`src/rtl/ppu_reg_pkg.sv`:
```
// ppu_reg_pkg: shared register indices, default window base, sequencer state type and DMA length
package ppu_reg_pkg;
  localparam int LCDC = 0;
  localparam int STAT = 1;
  localparam int SCY  = 2;
  localparam int SCX  = 3;
  localparam int LY   = 4;
  localparam int LYC  = 5;
  localparam int DMA  = 6;
  localparam int BGP  = 7;
  localparam int OBP0 = 8;
  localparam int OBP1 = 9;
  localparam int WY   = 10;
  localparam int WX   = 11;
  localparam logic [15:0] DEF_BASE_ADDR = 16'hFF40;
  localparam int DMA_LEN = 160;
  typedef enum logic [1:0] {IDLE = 2'd0, BUSY = 2'd1, DONE = 2'd2} seq_state_t;
endpackage

```
`src/rtl/ppu_reg_trig_seq.sv`:
```
// ppu_reg_trig_seq: fixed-length busy sequencer started by a one-cycle strobe
// Ports: clk, reset (async, active-high); i_start restarts the run at count 0;
//   o_busy high for TRIG_LEN cycles, o_count current step, o_done one-cycle completion pulse.
module ppu_reg_trig_seq
  import ppu_reg_pkg::*;
#(
  parameter int TRIG_LEN = DMA_LEN
) (
  input  logic                        clk,
  input  logic                        reset,
  input  logic                        i_start,
  output logic                        o_busy,
  output logic [$clog2(TRIG_LEN)-1:0] o_count,
  output logic                        o_done
);
  localparam int CW = $clog2(TRIG_LEN);
  localparam logic [CW-1:0] LAST = CW'(TRIG_LEN - 1);
  seq_state_t r_state;
  logic       w_last;
  assign w_last = o_count == LAST;
  assign o_busy = r_state == BUSY;
  assign o_done = r_state == DONE;
  // A start always wins, so a rewrite during BUSY or DONE restarts without a done pulse.
  always_ff @(posedge clk or posedge reset)
    if (reset) begin
      r_state <= IDLE;
      o_count <= '0;
    end else if (i_start) begin
      r_state <= BUSY;
      o_count <= '0;
    end else if (r_state == BUSY) begin
      r_state <= w_last ? DONE : BUSY;
      o_count <= w_last ? o_count : o_count + 1'b1;
    end else begin
      r_state <= IDLE;
      o_count <= '0;
    end
endmodule

```
`src/rtl/ppu_reg_bank.sv`:
```
// ppu_reg_bank: windowed PPU register file with edge-detected write commit, registered reads and a trigger sequencer
// Ports: clk, reset (async, active-high); a, d_in, rd, wr CPU bus; sel combinational one-hot decode;
//   d_out/d_oe registered read data and valid; regs flat storage (index 0 in LSBs);
//   wr_pulse per-register commit strobe; trig_busy/trig_count/trig_done sequencer status.
// Option PPU_REG_EXT_RD_EN: adds input ext_rd_data and parameter EXT_MASK; masked registers
//   read from ext_rd_data instead of storage.
module ppu_reg_bank
  import ppu_reg_pkg::*;
#(
  parameter logic [15:0] BASE_ADDR = DEF_BASE_ADDR,
  parameter int          NUM_REGS  = 12,
  parameter int          DATA_W    = 8,
  parameter logic [15:0] RO_MASK   = 16'h0010,
`ifdef PPU_REG_EXT_RD_EN
  parameter logic [15:0] EXT_MASK  = 16'h0012,
`endif
  parameter int          TRIG_IDX  = DMA,
  parameter int          TRIG_LEN  = DMA_LEN
) (
  input  logic                         clk,
  input  logic                         reset,
  input  logic [15:0]                  a,
  input  logic [DATA_W-1:0]            d_in,
  input  logic                         rd,
  input  logic                         wr,
`ifdef PPU_REG_EXT_RD_EN
  input  logic [NUM_REGS*DATA_W-1:0]   ext_rd_data,
`endif
  output logic [NUM_REGS-1:0]          sel,
  output logic [DATA_W-1:0]            d_out,
  output logic                         d_oe,
  output logic [NUM_REGS*DATA_W-1:0]   regs,
  output logic [NUM_REGS-1:0]          wr_pulse,
  output logic                         trig_busy,
  output logic [$clog2(TRIG_LEN)-1:0]  trig_count,
  output logic                         trig_done
);
  logic [NUM_REGS*DATA_W-1:0] r_regs;
  logic                       r_wr_q;
  logic                       w_hit;
  logic                       w_commit;
  logic                       w_start;
  logic [NUM_REGS-1:0]        w_wr_hit;
  logic [DATA_W-1:0]          w_rd;
  for (genvar g = 0; g < NUM_REGS; g++) begin : g_dec
    assign sel[g] = a == 16'(BASE_ADDR + g);
  end
  assign w_hit    = |sel;
  assign w_commit = wr & ~r_wr_q;
  assign w_wr_hit = sel & ~RO_MASK[NUM_REGS-1:0];
  assign w_start  = w_commit & w_wr_hit[TRIG_IDX];
  assign regs     = r_regs;
  always_comb begin
    w_rd = '0;
    for (int i = 0; i < NUM_REGS; i++)
      if (sel[i])
`ifdef PPU_REG_EXT_RD_EN
        w_rd = EXT_MASK[i] ? ext_rd_data[i*DATA_W +: DATA_W] : r_regs[i*DATA_W +: DATA_W];
`else
        w_rd = r_regs[i*DATA_W +: DATA_W];
`endif
  end
  // r_wr_q resets high so a wr held through reset release is not taken as a fresh edge.
  always_ff @(posedge clk or posedge reset)
    if (reset) begin
      r_regs   <= '0;
      r_wr_q   <= 1'b1;
      wr_pulse <= '0;
      d_out    <= '0;
      d_oe     <= 1'b0;
    end else begin
      r_wr_q   <= wr;
      wr_pulse <= w_commit ? w_wr_hit : '0;
      for (int i = 0; i < NUM_REGS; i++)
        if (w_commit && w_wr_hit[i]) r_regs[i*DATA_W +: DATA_W] <= d_in;
      d_oe  <= rd & w_hit;
      d_out <= (rd & w_hit) ? w_rd : '0;
    end
  ppu_reg_trig_seq #(.TRIG_LEN(TRIG_LEN)) u_seq (
    .clk     (clk),
    .reset   (reset),
    .i_start (w_start),
    .o_busy  (trig_busy),
    .o_count (trig_count),
    .o_done  (trig_done)
  );
endmodule

```
`config.mk`:
```
export PLATFORM = sky130hd
export DESIGN_NAME = ppu_reg_bank
export DESIGN_NICKNAME = d
export VERILOG_FILES = /design/src/rtl/ppu_reg_pkg.sv /design/src/rtl/ppu_reg_trig_seq.sv /design/src/rtl/ppu_reg_bank.sv
export SDC_FILE = /design/constraint.sdc
export NUM_CORES = 1
export LEC_CHECK = 0
export BUFFER_PORTS_ARGS = -buffer_cell sky130_fd_sc_hd__buf_2
export CORE_ASPECT_RATIO = 1.2
export CORE_UTILIZATION = 41
export DETAILED_ROUTE_END_ITERATION = 10
export PLACE_DENSITY = 0.69
export SKIP_CTS_REPAIR_TIMING = 1
export SLEW_MARGIN = 20
export SYNTH_ARGS = -nofsm -noshare
export SYNTH_HDL_FRONTEND = slang
export SYNTH_SLANG_ARGS = --single-unit
```
`constraint.sdc`:
```
create_clock -name clk -period 8 [get_ports clk]
set_clock_uncertainty 0.05 [all_clocks]
set_input_delay 0.8 -clock clk [delete_from_list [all_inputs] [get_ports clk]]
set_output_delay 0.8 -clock clk [all_outputs]
set_load 0.01 [all_outputs]
```
Yosys cells after proc, flatten, opt, wreduce, memory -nomap -nowiden
Index checks and enable logic that the tools add are counted.
{"block": "word_totals", "register_bits": 120, "output_inout_bits": 139, "wordCells": 70}
{"block": "op_classes", "add_sub_neg": 1, "eq_ne": 16, "mux": 20, "n_bitwise": 4, "reduce_logical": 12}
{"op": "$eq A16 B16 Y1 const B", "count": 12}
{"op": "$mux W8", "count": 16}
{"op": "$mux W12", "count": 1}
{"op": "$reduce_or A12 Y1", "count": 1}
{"op": "$logic_and A1 B1 Y1", "count": 11}
{"op": "$add A8 B1 Y8 const B", "count": 1}
{"op": "$eq A8 B8 Y1 const B", "count": 1}
{"op": "$mux W2", "count": 3}
{"op": "$and A1 B1 Y1", "count": 3}
{"op": "$ne A3 B2 Y1 const B", "count": 1}
{"op": "$eq A2 B1 Y1 const B", "count": 1}
{"op": "$eq A2 B2 Y1 const B", "count": 1}
{"op": "$not A1 Y1", "count": 1}

Longest topological paths before layout
Gate-level depths: netlist of run 1.
{"block": "logic_depth", "ltp_word": 14, "ltp_mapped": 8}

Modules after synthesis
From an unflattened synthesis of run 1, not the netlist that was laid out.
{"block": "unflattened", "hier_cells": 435, "area_unflattened_um2": 5540.3}
{"mod": "ppu_reg_bank", "n_inst": 1, "cells_each": 383, "area_each_um2": 5031.1, "seq_area_each_um2": 2728.9}
{"mod": "ppu_reg_trig_seq", "n_inst": 1, "cells_each": 52, "area_each_um2": 509.2, "seq_area_each_um2": 250.2}

Worst setup path before layout of run 1
Ideal clock, no wire load.
{"block": "synth_timing", "kind": "input-to-output", "start": "input a[5]", "end": "output sel[0]", "arrival_time_ps": 2348, "setup_slack_ps": 4802, "cell_stages": 5, "path_buffers": 2, "cell_sequence": "or4b_1 -> buf_2 -> or4b_1 -> buf_4 -> nor3_1"}
{"block": "synth_via", "elab_chain_cells": 1}
{"element": "start: declaration", "line": "ppu_reg_bank.sv:22", "text": "input logic [15:0] a,"}
{"element": "$eq A16 B16 Y1", "line": "ppu_reg_bank.sv:46", "text": "assign sel[g] = a == 16'(BASE_ADDR + g);"}
{"element": "end: declaration", "line": "ppu_reg_bank.sv:29", "text": "output logic [NUM_REGS-1:0] sel,"}
No other way between the ends.

Worst setup path in the final report of run 1
{"block": "layout_timing", "start": "input a[0]", "end": "output sel[5]"}
Same word-level chain as after synthesis.

==> results of run 1 <==
==> power groups by stage <==
| stage | clock [uW] | combinational [uW] | sequential [uW] |
|---|---|---|---|
| floorplan | 0 | 41.8 | 614 |
| global placement | 0 | 56.4 | 614 |
| detailed placement | 0 | 57.6 | 614 |
| CTS | 816 | 58.0 | 603 |
| global route | 847 | 65.4 | 603 |
| finish | 804 | 58.0 | 603 |
==> Yosys cell counts, drive strengths merged, types with 4 or more instances <==
cell type,instances
or3,5
a211oi,4
inv,7
mux2i,10
nor3b,5
nand2,20
nand4,6
nand3,11
nand2b,12
buf,20
mux2,91
nor4,7
nor3,10
nor2,23
nor2b,7
a21oi,8
clkbuf,18
a22oi,8
mux4,6
o22ai,6
dfrtp,118
o21ai,8
==> path summary, 6_finish.rpt <==
| path | end | cells past startpoint | slack, ns |
|---|---|---|---|
| worst max-delay path | sel[5] | 5 | 4.15 |
| worst min-delay path | wr_pulse[7] | 2 | 0.37 |
| worst max register to register | u_seq.o_count[7] | 4 | 5.69 |
| worst min register to register | regs[28] | 1 | 0.48 |
| max in group asynchronous | regs[21] | 3 | 6.41 |
| min in group clk | r_wr_q | 1 | 0.48 |
==> cell families (layout without fill, tap and decap cells) <==
group / after synthesis / after routing
DFF: 119 / 119
and+or+nand+nor: 116 / 116
muxes: 107 / 107
AOI/OAI and AO/OA: 52 / 52
buffers and inverters: 45 / 198
xor gates and xnor gates: 4 / 4
adders and majority gates: 1 / 1
other: 1 / 9
==> through the flow <==
stage | setup WS [ns] | util | power, uW | instances
after global placement | 4.31 | 0.484 | 670 | 742
after global routing | 4.00 | 0.533 | 1510 | 774
after floorplan | 3.99 | - | 655 | 453
final | 4.15 | 0.533 | 1470 | 774
after CTS | 4.17 | 0.532 | 1480 | 774
after detailed placement | 4.17 | 0.484 | 671 | 742
==> sequential cells by signal (all words and copies together) (netlist names) <==
name	flops
u_seq.o_count	8
d_oe	1
d_out	8
r_wr_q	1
u_seq.r_state	2
regs	88
wr_pulse	11
==> per-layer routing <==
metal  part of all wire  GRT usage  up-vias
met3              0.063     0.0614       30
met5                  0          0        -
met1               0.42      0.304     2185
met2               0.49      0.367      171
li1                   -          -     1908
met4              0.023     0.0959        0
==> layout make-up <==
class,instances,area [um^2]
clock buffer,20,457
clock inverter,12,175
fill,1133,6160
inverter,7,28.8
multi-input combinational,289,2360
sequential,119,2980
tap,168,210
timing repair buffer,159,805
==> impl_metrics.yaml, run 1 <==
layout:
  diodes: 0
  area_delta_synth_final_pct: 27.1
  drive_gt1_frac: 0.490
  layout_commonest_cell: "buf_2"
  design_area_um2: 7020
  nets: 622
  final_cell_mix: "157 x buf_2, 118 x dfrtp_1, 91 x mux2_2, 22 x nor2_1"
worst_setup_path:
  crit_path_start_kind: "primary input"
  cpPeakStageDelay_ns: 0.68
  crit_chain: "buf_2 > nor2b_1 > nand2_1 > nor4_1 > buf_2"
  crit_family: "simple AND/OR/NAND/NOR gates"
  arrival_ns: 3.00
  critPathRequiredTime_ns: 7.15
  critPathLaunch: "a[0]"
  cp_common_cell: "buf_2"
  path_buf_inv: 2
  cp-end-kind: "output pin"
  crit_slowest_cell: "buf_2"
  rr_startpoint: "r_wr_q"
  crit_path_max_fanout: 37
  critical_path_class: "primary input to output pin"
clocking:
  clockRootBuffer: "clkbuf_16"
  cts_tree: "done"
  clockBufferDepth: 2
  clk_pin_slew_ns: 0.05
  cts.sinks: 119
  ctsHtreeMaxLevel: 4
  clock_latency_ns: 0.41
  cts_buffers: 17
yosys:
  syn_inst: 445
  syn_area_um2: 5520
  ys_warn_count: 0
  synthFlopType: "dfrtp_1"
  ys_async_sr_fraction: 1.00
  synth-compound-area-share: 0.0657
  synth_top_family_by_area: "multiplexers"
  synth_area_leaders: "dfrtp_1 53%, mux2_2 19%, mux4_2 2.4%"
  postSynthAreaPerCell_um2: 12.4
  netlist.area_leader.share: 0.535
  synth-seq-cells: 119
  synthAdderAreaFrac: 0.00227
  synth-simple-area-share: 0.119
  muxShareOfSynthArea: 0.228
  ys_types: 51
  synth_top_area_cell: "dfrtp_1"
  synth_edf_count: 0
  ys_seq_area_frac: 0.539
  synth_xor_area_frac: 0.00634
sta:
  min_period_over_period: 0.481
  fmax_mhz: 260
  period_needed_ns: 3.85
  rsz0062_at_grt: "false"
  hold-worst-slack_ns: 0.374
  worstMarginPinSlew_ns: 1.09
  drv_slew: 0
  slew-limit-headroom: 0.266
  fin_setup_tns_ns: 0
  finalHoldViolations: 0
  finalSetupViolCount: 0
route:
  via_count: 4294
  firstDrtPassIters: 7
  drc_errors: 0
  avgViaCountPerCell: 5.55
  routed_wl_mm: 15.6
  ant_nets: 0
  wl_per_cell_um: 20.1
  initialDrtViolationCount: 372
placement:
  port_buffers: 157
  placed_area_um2: 6380
  place_congestion: 0.833
  dp.final_hpwl_mm: 11.0
die:
  dieArea_um2: 13900
  fp-row-count: 46
  die_w_um: 108
  start_util: 0.419
  die_h_um: 129
  io_pins: 167
  core_area_um2: 13200
power:
  p_int_uw: 1150
  power_frac_seq: 0.412
  p_leak_uw: 0.00378
  p_sw_frac: 0.213
  netSwitchingPower_uw: 312
  ir_worst_vdd_v: 0.000109
  pwr-share-comb: 0.040
  power_frac_clock: 0.549
  power_density_nw_per_um2: 209
grt:
  grt_pass1_vias: 4300
  grt_max_degree: 82
  grt_overflow: 0
  antenna_found_initial: 0
  grt_pass1_wl_mm: 24.0
  grt_usage: 0.233
status:
  status: "complete, no violations"
min_path:
  hold_class: "primary input to asynchronous set/reset pin"
job:
  cap_violations: 0
Note: power is estimated with default switching activity, not from simulation.
==> run 2, diff against run 1 <==
Settings changed: ABC_AREA from default to 1.
Clock period 8 ns to 3.8 ns, I/O delays scaled along.
==> impl_metrics.yaml, run 2 <==
placement:
  port_buffers: 157
  place_congestion: 0.847
  dp.final_hpwl_mm: 12.3
sta:
  hold-worst-slack_ns: 0.0256
  finalHoldViolations: 0
  finalSetupViolCount: 0
  drv_slew: 0
  fmax_mhz: 445
  slew-limit-headroom: 0.419
  rsz0062_at_grt: "false"
  min_period_over_period: 0.592
  period_needed_ns: 2.25
  worstMarginPinSlew_ns: 0.872
  fin_setup_tns_ns: 0
route:
  drc_errors: 0
  wl_per_cell_um: 16.4
  ant_nets: 0
  firstDrtPassIters: 5
  via_count: 5153
  initialDrtViolationCount: 348
  avgViaCountPerCell: 5.07
  routed_wl_mm: 16.7
die:
  fp-row-count: 46
  core_area_um2: 13400
  die_h_um: 131
  start_util: 0.426
  dieArea_um2: 14300
  io_pins: 167
  die_w_um: 110
grt:
  grt_busiest_layer: "met2"
  grt_pass1_vias: 4822
  grt_pass1_wl_mm: 25.8
  met3_usage: 0.0694
  grt_overflow: 0
  antenna_found_initial: 0
  grt_usage: 0.246
  met2_usage: 0.398
  grt_max_degree: 70
  met1_usage: 0.320
yosys:
  ys_async_sr_fraction: 1.00
  synth-simple-area-share: 0.245
  muxShareOfSynthArea: 0.00176
  syn_area_um2: 5690
  synth_top_family_by_area: "simple AND/OR/NAND/NOR gates"
  synth_top_area_cell: "dfrtp_1"
  synthAdderAreaFrac: 0.00220
  netlist.area_leader.share: 0.519
  synthFlopType: "dfrtp_1"
  synth-seq-cells: 119
  synth_xor_area_frac: 0.00308
  ys_types: 37
  synth-compound-area-share: 0.148
  synth.most_common_cell: "nand2_1"
  syn_inst: 684
  synth_edf_count: 0
  postSynthAreaPerCell_um2: 8.31
  ys_seq_area_frac: 0.524
  synth_area_leaders: "dfrtp_1 52%, nand2_1 11%, o21ai_0 7.0%"
  synth_common_cells: "171 x nand2_1, 118 x dfrtp_1, 80 x o21ai_0, 59 x nor2_1, 45 x inv_1"
  ys_warn_count: 0
worst_setup_path:
  rr_startpoint: "r_wr_q"
  r2r.worst_path.cells: 5
  r2r_end: "regs[5]"
  crit_path_start_kind: "primary input"
  crit_path_max_fanout: 18
  critPathLaunch: "a[4]"
  arrival_ns: 1.82
  r2r_slack_ns: 1.63
  critical_path_class: "primary input to output pin"
  cp-end-kind: "output pin"
  crit_path_end: "sel[7]"
  critPathRequiredTime_ns: 3.37
power:
  finalPower_uw: 2940
  p_leak_uw: 0.00382
  ir_worst_vdd_v: 0.000353
  power_density_nw_per_um2: 413
clocking:
  clock_latency_ns: 0.42
  clockBufferDepth: 2
  cts.sinks: 119
  ctsHtreeMaxLevel: 4
  clk_pin_slew_ns: 0.05
  cts_buffers: 17
  clockRootBuffer: "clkbuf_16"
  cts_tree: "done"
layout:
  area_delta_synth_final_pct: 25.2
  nets: 867
  largest_reg_flops: 88
  nFillCells: 1309
  final_cell_mix: "171 x nand2_1, 157 x buf_2, 118 x dfrtp_1, 80 x o21ai_0, 59 x nor2_1"
  diodes: 0
  drive_gt1_frac: 0.294
  layout_commonest_cell: "nand2_1"
status:
  status: "complete, no violations"
min_path:
  hold_depth: 1
  hold_class: "primary input to register"
job:
  cap_violations: 0
## run 2: cell types whose count changed after synthesis, sizes merged, moves of 8 or more
cell    change
a21oi      +40
a22oi       -8
inv        +54
mux2       -91
mux2i       -9
nand2     +160
nand2b     -12
nand3      +12
nor2       +51
nor3       +14
o21a        +8
o21ai      +85
## run 2: cell type report
class	instances	area (um^2)	share of cell area
Tap cell	168	210	0.0295
Clock inverter	9	103	0.0144
Sequential cell	119	2980	0.419
Clock buffer	20	467	0.0656
Multi-Input combinational cell	477	2310	0.324
Timing Repair Buffer	161	816	0.115
Inverter	62	235	0.0330
## run 2: logic make-up (layout without fill, tap and decap cells)
group,after synthesis,after routing
XOR/XNOR,2,2
flip-flops,119,119
AO/OA/AOI/OAI,154,154
AND/OR/NAND/NOR,310,310
multiplexers,1,1
other,1,9
buffers and inverters,96,252
adder cells (fa/ha/maj),1,1
## run 2: worst min path at each step
stage	start	to
after global routing	wr	r_wr_q
after floorplan	wr	r_wr_q
after CTS	wr	r_wr_q
final	wr	r_wr_q
after detailed placement	wr	r_wr_q
after global placement	regs[31]	regs[31]
## run 2: worst max-delay path, stage by stage
cell and delay [ns]:
buf_2 0.10, nor2_1 0.09, nand2_1 0.30, nor2_1 0.27, inv_2 0.12, nor2_4 0.33, buf_2 0.21
## run 2: per-layer routing
layer	wire length, um	vias to the layer above
li1	-	2519
met1	7020	2400
met2	8000	213
met3	1380	21
met4	282	0
met5	0	-
## run 2: metrics by stage
stage	util	instances	setup slack (ns)	instance area, um^2
3_5_place_dp	0.490	987	1.44	6550
4_1_cts	0.533	1016	1.57	7120
6_report	0.533	1016	1.55	7120
3_3_place_gp	0.490	987	1.47	6550
5_1_grt	0.533	1016	1.37	7120
2_1_floorplan	-	692	0.214	5720
## run 2: where the power goes
part | internal (uW) | leakage (uW) | switching [uW]
Combinational | 27.6 | 0.00192 | 86.9
Sequential | 1280 | 0.00163 | 8.23
Clock | 998 | 0.000275 | 543
